$ cat src/rtl/dm_pkg.sv
// Shared definitions for the data-memory access controller: bus widths,
// default memory depth, wait-counter width and the controller state encoding.
// Imported by the controller and by anything that talks to it.
package dm_pkg;

   localparam int DM_ADDR_W = 16;
   localparam int DM_DATA_W = 16;
   localparam int DM_DEPTH  = 1024;
   localparam int DM_CNT_W  = 4;

   typedef enum logic [2:0] {
      IDLE   = 3'd0,
      SETUP  = 3'd1,
      WPULSE = 3'd2,
      WHOLD  = 3'd3,
      RWAIT  = 3'd4,
      RESP   = 3'd5
   } dm_state_e;

endpackage

$ cat src/rtl/dm_access_ctrl.sv
// Purpose : sequences one CPU load/store at a time onto a simple async-read,
//           write-enable data memory (address/data setup, we pulse, hold).
// Latency : store WE_CYCLES+3, load RD_WAIT+2, out-of-range 1 cycle(s) from accept.
// Backpr. : req_ready is high only in IDLE; requests wait while busy, no queueing.
// Ports   : clk/rst_n; req_* (CPU request, valid/ready); rsp_* + busy (one-cycle
//           response pulse); we_DM/addrDM/dataDM/outDM (memory side). All outputs
//           come from flops or the state register.
module dm_access_ctrl
   import dm_pkg::*;
#(
   parameter int DEPTH     = DM_DEPTH,
   parameter int WE_CYCLES = 1,
   parameter int RD_WAIT   = 2
) (
   input  logic                 clk,
   input  logic                 rst_n,
   input  logic                 req_valid,
   output logic                 req_ready,
   input  logic                 req_we,
   input  logic [DM_ADDR_W-1:0] req_addr,
   input  logic [DM_DATA_W-1:0] req_wdata,
   output logic                 rsp_valid,
   output logic [DM_DATA_W-1:0] rsp_rdata,
   output logic                 rsp_err,
   output logic                 busy,
   output logic                 we_DM,
   output logic [DM_ADDR_W-1:0] addrDM,
   output logic [DM_DATA_W-1:0] dataDM,
   input  logic [DM_DATA_W-1:0] outDM
);

   localparam logic [DM_CNT_W-1:0] CNT_WE  = DM_CNT_W'(WE_CYCLES);
   localparam logic [DM_CNT_W-1:0] CNT_RD  = DM_CNT_W'(RD_WAIT);
   localparam logic [DM_CNT_W-1:0] CNT_ONE = DM_CNT_W'(1);

   dm_state_e             state;
   dm_state_e             next_state;
   logic [DM_CNT_W-1:0]   cnt;
   logic                  op_we;
   logic                  addr_oob;
   logic                  cnt_last;

   assign addr_oob = (32'(req_addr) >= 32'(DEPTH));
   // Counter holds the remaining cycles of the current timed state;
   // the last one is reached when it is about to hit zero.
   assign cnt_last = (cnt <= CNT_ONE);

   assign req_ready = (state == IDLE);
   assign busy      = (state != IDLE);

   always_comb begin
      next_state = state;
      case (state)
         IDLE: begin
            if (req_valid) begin
               next_state = addr_oob ? RESP : SETUP;
            end
         end
         SETUP:  next_state = op_we ? WPULSE : RWAIT;
         WPULSE: if (cnt_last) next_state = WHOLD;
         WHOLD:  next_state = RESP;
         RWAIT:  if (cnt_last) next_state = RESP;
         RESP:   next_state = IDLE;
         default: next_state = IDLE;
      endcase
   end

   always_ff @(posedge clk or negedge rst_n) begin
      if (!rst_n) begin
         state     <= IDLE;
         cnt       <= '0;
         op_we     <= 1'b0;
         we_DM     <= 1'b0;
         addrDM    <= '0;
         dataDM    <= '0;
         rsp_valid <= 1'b0;
         rsp_err   <= 1'b0;
         rsp_rdata <= '0;
      end else begin
         state <= next_state;
         // Registered from next_state so the pulse edges land one cycle
         // after the address/data update and one cycle before RESP.
         we_DM     <= (next_state == WPULSE);
         rsp_valid <= (next_state == RESP);

         case (state)
            IDLE: begin
               if (req_valid) begin
                  op_we <= req_we;
                  if (addr_oob) begin
                     // Out-of-range: answer immediately, leave the memory bus alone.
                     rsp_err   <= 1'b1;
                     rsp_rdata <= '0;
                  end else begin
                     addrDM <= req_addr;
                     dataDM <= req_wdata;
                  end
               end
            end
            SETUP: begin
               rsp_err <= 1'b0;
               cnt     <= op_we ? CNT_WE : CNT_RD;
            end
            WPULSE: begin
               if (cnt != '0) cnt <= cnt - CNT_ONE;
            end
            RWAIT: begin
               if (cnt != '0) cnt <= cnt - CNT_ONE;
               if (cnt_last) rsp_rdata <= outDM;
            end
            default: ;
         endcase
      end
   end

endmodule

$ cat config.mk
export PLATFORM = sky130hd
export DESIGN_NAME = dm_access_ctrl
export DESIGN_NICKNAME = d
export VERILOG_FILES = /design/src/rtl/dm_pkg.sv /design/src/rtl/dm_access_ctrl.sv
export SDC_FILE = /design/constraint.sdc
export NUM_CORES = 1
export LEC_CHECK = 0
export ABC_AREA = 1
export CAP_MARGIN = 10
export CORE_UTILIZATION = 30
export CTS_CLUSTER_SIZE = 25
export DETAILED_ROUTE_END_ITERATION = 6
export HOLD_SLACK_MARGIN = 0.02
export MAX_ROUTING_LAYER = met4
export SYNTH_ARGS = -nofsm -noshare
export SYNTH_HDL_FRONTEND = slang
export SYNTH_SLANG_ARGS = --single-unit
$ cat constraint.sdc
create_clock -name clk -period 3.8 [get_ports clk]
set_input_delay 0.57 -clock clk [delete_from_list [all_inputs] [get_ports clk]]
set_output_delay 0.57 -clock clk [all_outputs]
set_load 0.05 [all_outputs]
==> impl_metrics.tcl <==
set metrics [dict create \
    outcome "finished clean" \
    grt_overflow 0 \
    io_buffer_count 104 \
    die_y_um 95.9 \
    yosys.area_share.adder_pct 1.42 \
    r2r_end "rsp_rdata[7]" \
    drive_above_1_share_pct 5.98 \
    clk_latency_ns 0.33 \
    finalCritPeriodShare_pct 64.9 \
    max_freq_ghz 0.405 \
    finalMaxSlewViolations 0 \
    cts-resized-gates 0 \
    synth_top_family_by_area "simple AND/OR/NAND/NOR gates" \
    clock_sinks 59 \
    tightest_slew_ns 0.712 \
    syn_to_final_growth_pct 50.0 \
    critPathCapture "req_ready" \
    placed_area_sq_mm 0.00374 \
    start_kind "flip-flop" \
    core_area_sq_mm 0.00838 \
    hold_buffers 0 \
    routabilityCongestion 0.778 \
    syn_inst 324 \
    drt_pass1_iterations 4 \
    powerDensity_mw_per_mm2 811 \
    seq_area_frac_synth_pct 55.8 \
    fin_cells 540 \
    die_area_sq_mm 0.00920 \
    hold_violations 0 \
    diodes 0 \
    initial_core_util_pct 31.6 \
    seqCellArea_sq_mm 0.00148 \
    ant_nets 0 \
    dp_slack_ns 1.42 \
    startpoint "state[1]" \
    cts_made_buffers 9 \
    required_ns 3.23 \
    clkTransAtPathRegs_ns 0.07 \
    leakage_uw 0.00210 \
    vias_per_cell 4.22 \
    synth.most_common_cell "nand2_1" \
    finish.instance_area_sq_mm 0.00397 \
    avgSynthCellArea_sq_um 8.16 \
    setup_violations 0 \
    placed_cells 524 \
    routed-wl-met2_um 2870 \
    fin_tns_setup_ns 0 \
    critPathKind "flip-flop to output pin" \
    nets 485 \
    fillCellCount 831 \
    cap_violations 0 \
    synth_top_area_share_pct 55.8 \
    yosys_most_used_dff "dfrtp_1" \
    syn-num-nets 379 \
    grt_start_max_net_pins 33 \
    synth_edf_count 0 \
    path_max_fanout 5 \
    synth.largest_area_cell "dfrtp_1" \
    yosys-top-cells-area "dfrtp_1, nand2_1, inv_1" \
    dp_hpwl_um 4390 \
    fp.dieW_um 95.9 \
    yosys.area_share.simple_pct 33.1 \
    synth_compound_area_share_pct 0.662 \
    htree_levels 3 \
    grt_use_total_pct 15.0 \
    synth_xor_area_share_pct 0.331 \
    synth-seq-cells 59 \
    slew_headroom_pct 52.4 \
    multi_input_area_sq_um 940 \
    synth_common_cells "nand2_1, dfrtp_1, inv_1" \
    min_path_type "input port to async pin" \
    fin_crit_ns 2.47 \
    cp-end-kind "output pin" \
    row_count 33 \
    reg2reg_slack_ns 1.87 \
    synth.area.mux_share_pct 0 \
    io_pins 105 \
    clk_root_buffer_cell "clkbuf_8" \
    drtIter0Drc 70 \
    wl_um 6170 \
    vdd_drop_max_uv 257 \
    power_uw 3220 \
    synth_area_sq_mm 0.00265 \
    reg2reg_depth 8 \
    ys_async_sr_fraction_pct 100 \
    arrival_ns 1.90 \
    drc 0 \
    timing.rr.start "cnt[0]" \
    setup_ws_ns 1.33 \
    grt_pass1_wl_um 10300 \
    first_global_vias 2252 \
    vias 2279 \
    antenna_found_initial 0 \
    wl_met3_um 322 \
    fin_worst_skew_ns 0.00927 \
    highest_layer "met4" \
    wl_per_cell_um 11.4 \
    wl_met1_um 2900 \
    postCtsSetupBuffers 0 \
    cts_tree "yes" \
    synth_cell_types 18 \
    yosys_warnings 0 \
    cts_buffer_depth 2 \
    rsz0062_at_grt "false" \
]
## metrics by stage
step                utilization, %  hold WS [ns]
floorplan                        -         0.274
global placement              44.6         0.471
detailed placement            44.6         0.468
CTS                           47.4         0.277
global route                  47.4         0.298
finish                        47.4         0.255
## state kept, by name, summed over array words and instances, names as in the netlist
signal and cells:
addrDM 16, cnt 4, dataDM 16, op_we 1, rsp_err 1, rsp_rdata 16, rsp_valid 1, state 3
we_DM 1
## cells by family (layout without fill, tap and decap cells)
| group | after synthesis | after routing |
|---|---|---|
| AO/OA/AOI/OAI | 3 | 3 |
| XOR/XNOR | 1 | 1 |
| flip-flops | 59 | 59 |
| buffers and inverters | 50 | 161 |
| adder cells (fa/ha/maj) | 3 | 3 |
| AND/OR/NAND/NOR | 208 | 208 |
## worst max-delay path, stage by stage (launching register included)
cell             delay (ns)
dfrtp_1                0.44
nor2_4                 0.18
nand2_4                0.09
inv_1                  0.06
clkdlybuf4s50_1        0.79
## worst min-delay path by stage
stage,end,slack (ns)
after floorplan,addrDM[0],0.27
after CTS,addrDM[14],0.28
final,rsp_rdata[9],0.26
after global routing,rsp_rdata[9],0.30
after detailed placement,addrDM[8],0.47
after global placement,dataDM[15],0.47
## power breakdown
part           internal [uW]  leakage, uW  switching, uW
clock                    387     0.000108            257
combinational            526      0.00122           1110
sequential               817     0.000770            124
## cells in the final DEF (no fill, tap or decap), types with 2 or more instances in the layout
cell / synthesis / layout
nand2_1: 142 / 142
clkdlybuf4s50_1: 0 / 103
dfrtp_1: 59 / 59
inv_1: 39 / 39
nor2_1: 33 / 33
nand3_1: 26 / 26
clkbuf_8: 0 / 10
nand2_4: 4 / 4
ha_1: 3 / 3
o21ai_0: 2 / 2
clkinv_2: 1 / 2
clkinvlp_4: 0 / 2
bufinv_16: 0 / 2
## layer usage
| layer | vias up | GRT usage (%) |
|---|---|---|
| li1 | 1181 | - |
| met1 | 1024 | 18.6 |
| met2 | 67 | 23.9 |
| met3 | 7 | 3.63 |
| met4 | 0 | 5.60 |
| met5 | - | - |
## cell type report
| class | count | share of cell area (%) |
|---|---|---|
| Sequential cell | 59 | 37.2 |
| Multi-Input combinational cell | 215 | 23.7 |
| Clock inverter | 6 | 2.24 |
| Tap cell | 105 | 3.31 |
| Timing Repair Buffer | 105 | 26.3 |
| Inverter | 40 | 3.81 |
| Clock buffer | 10 | 3.47 |
Power figures use the tool's default switching activity.
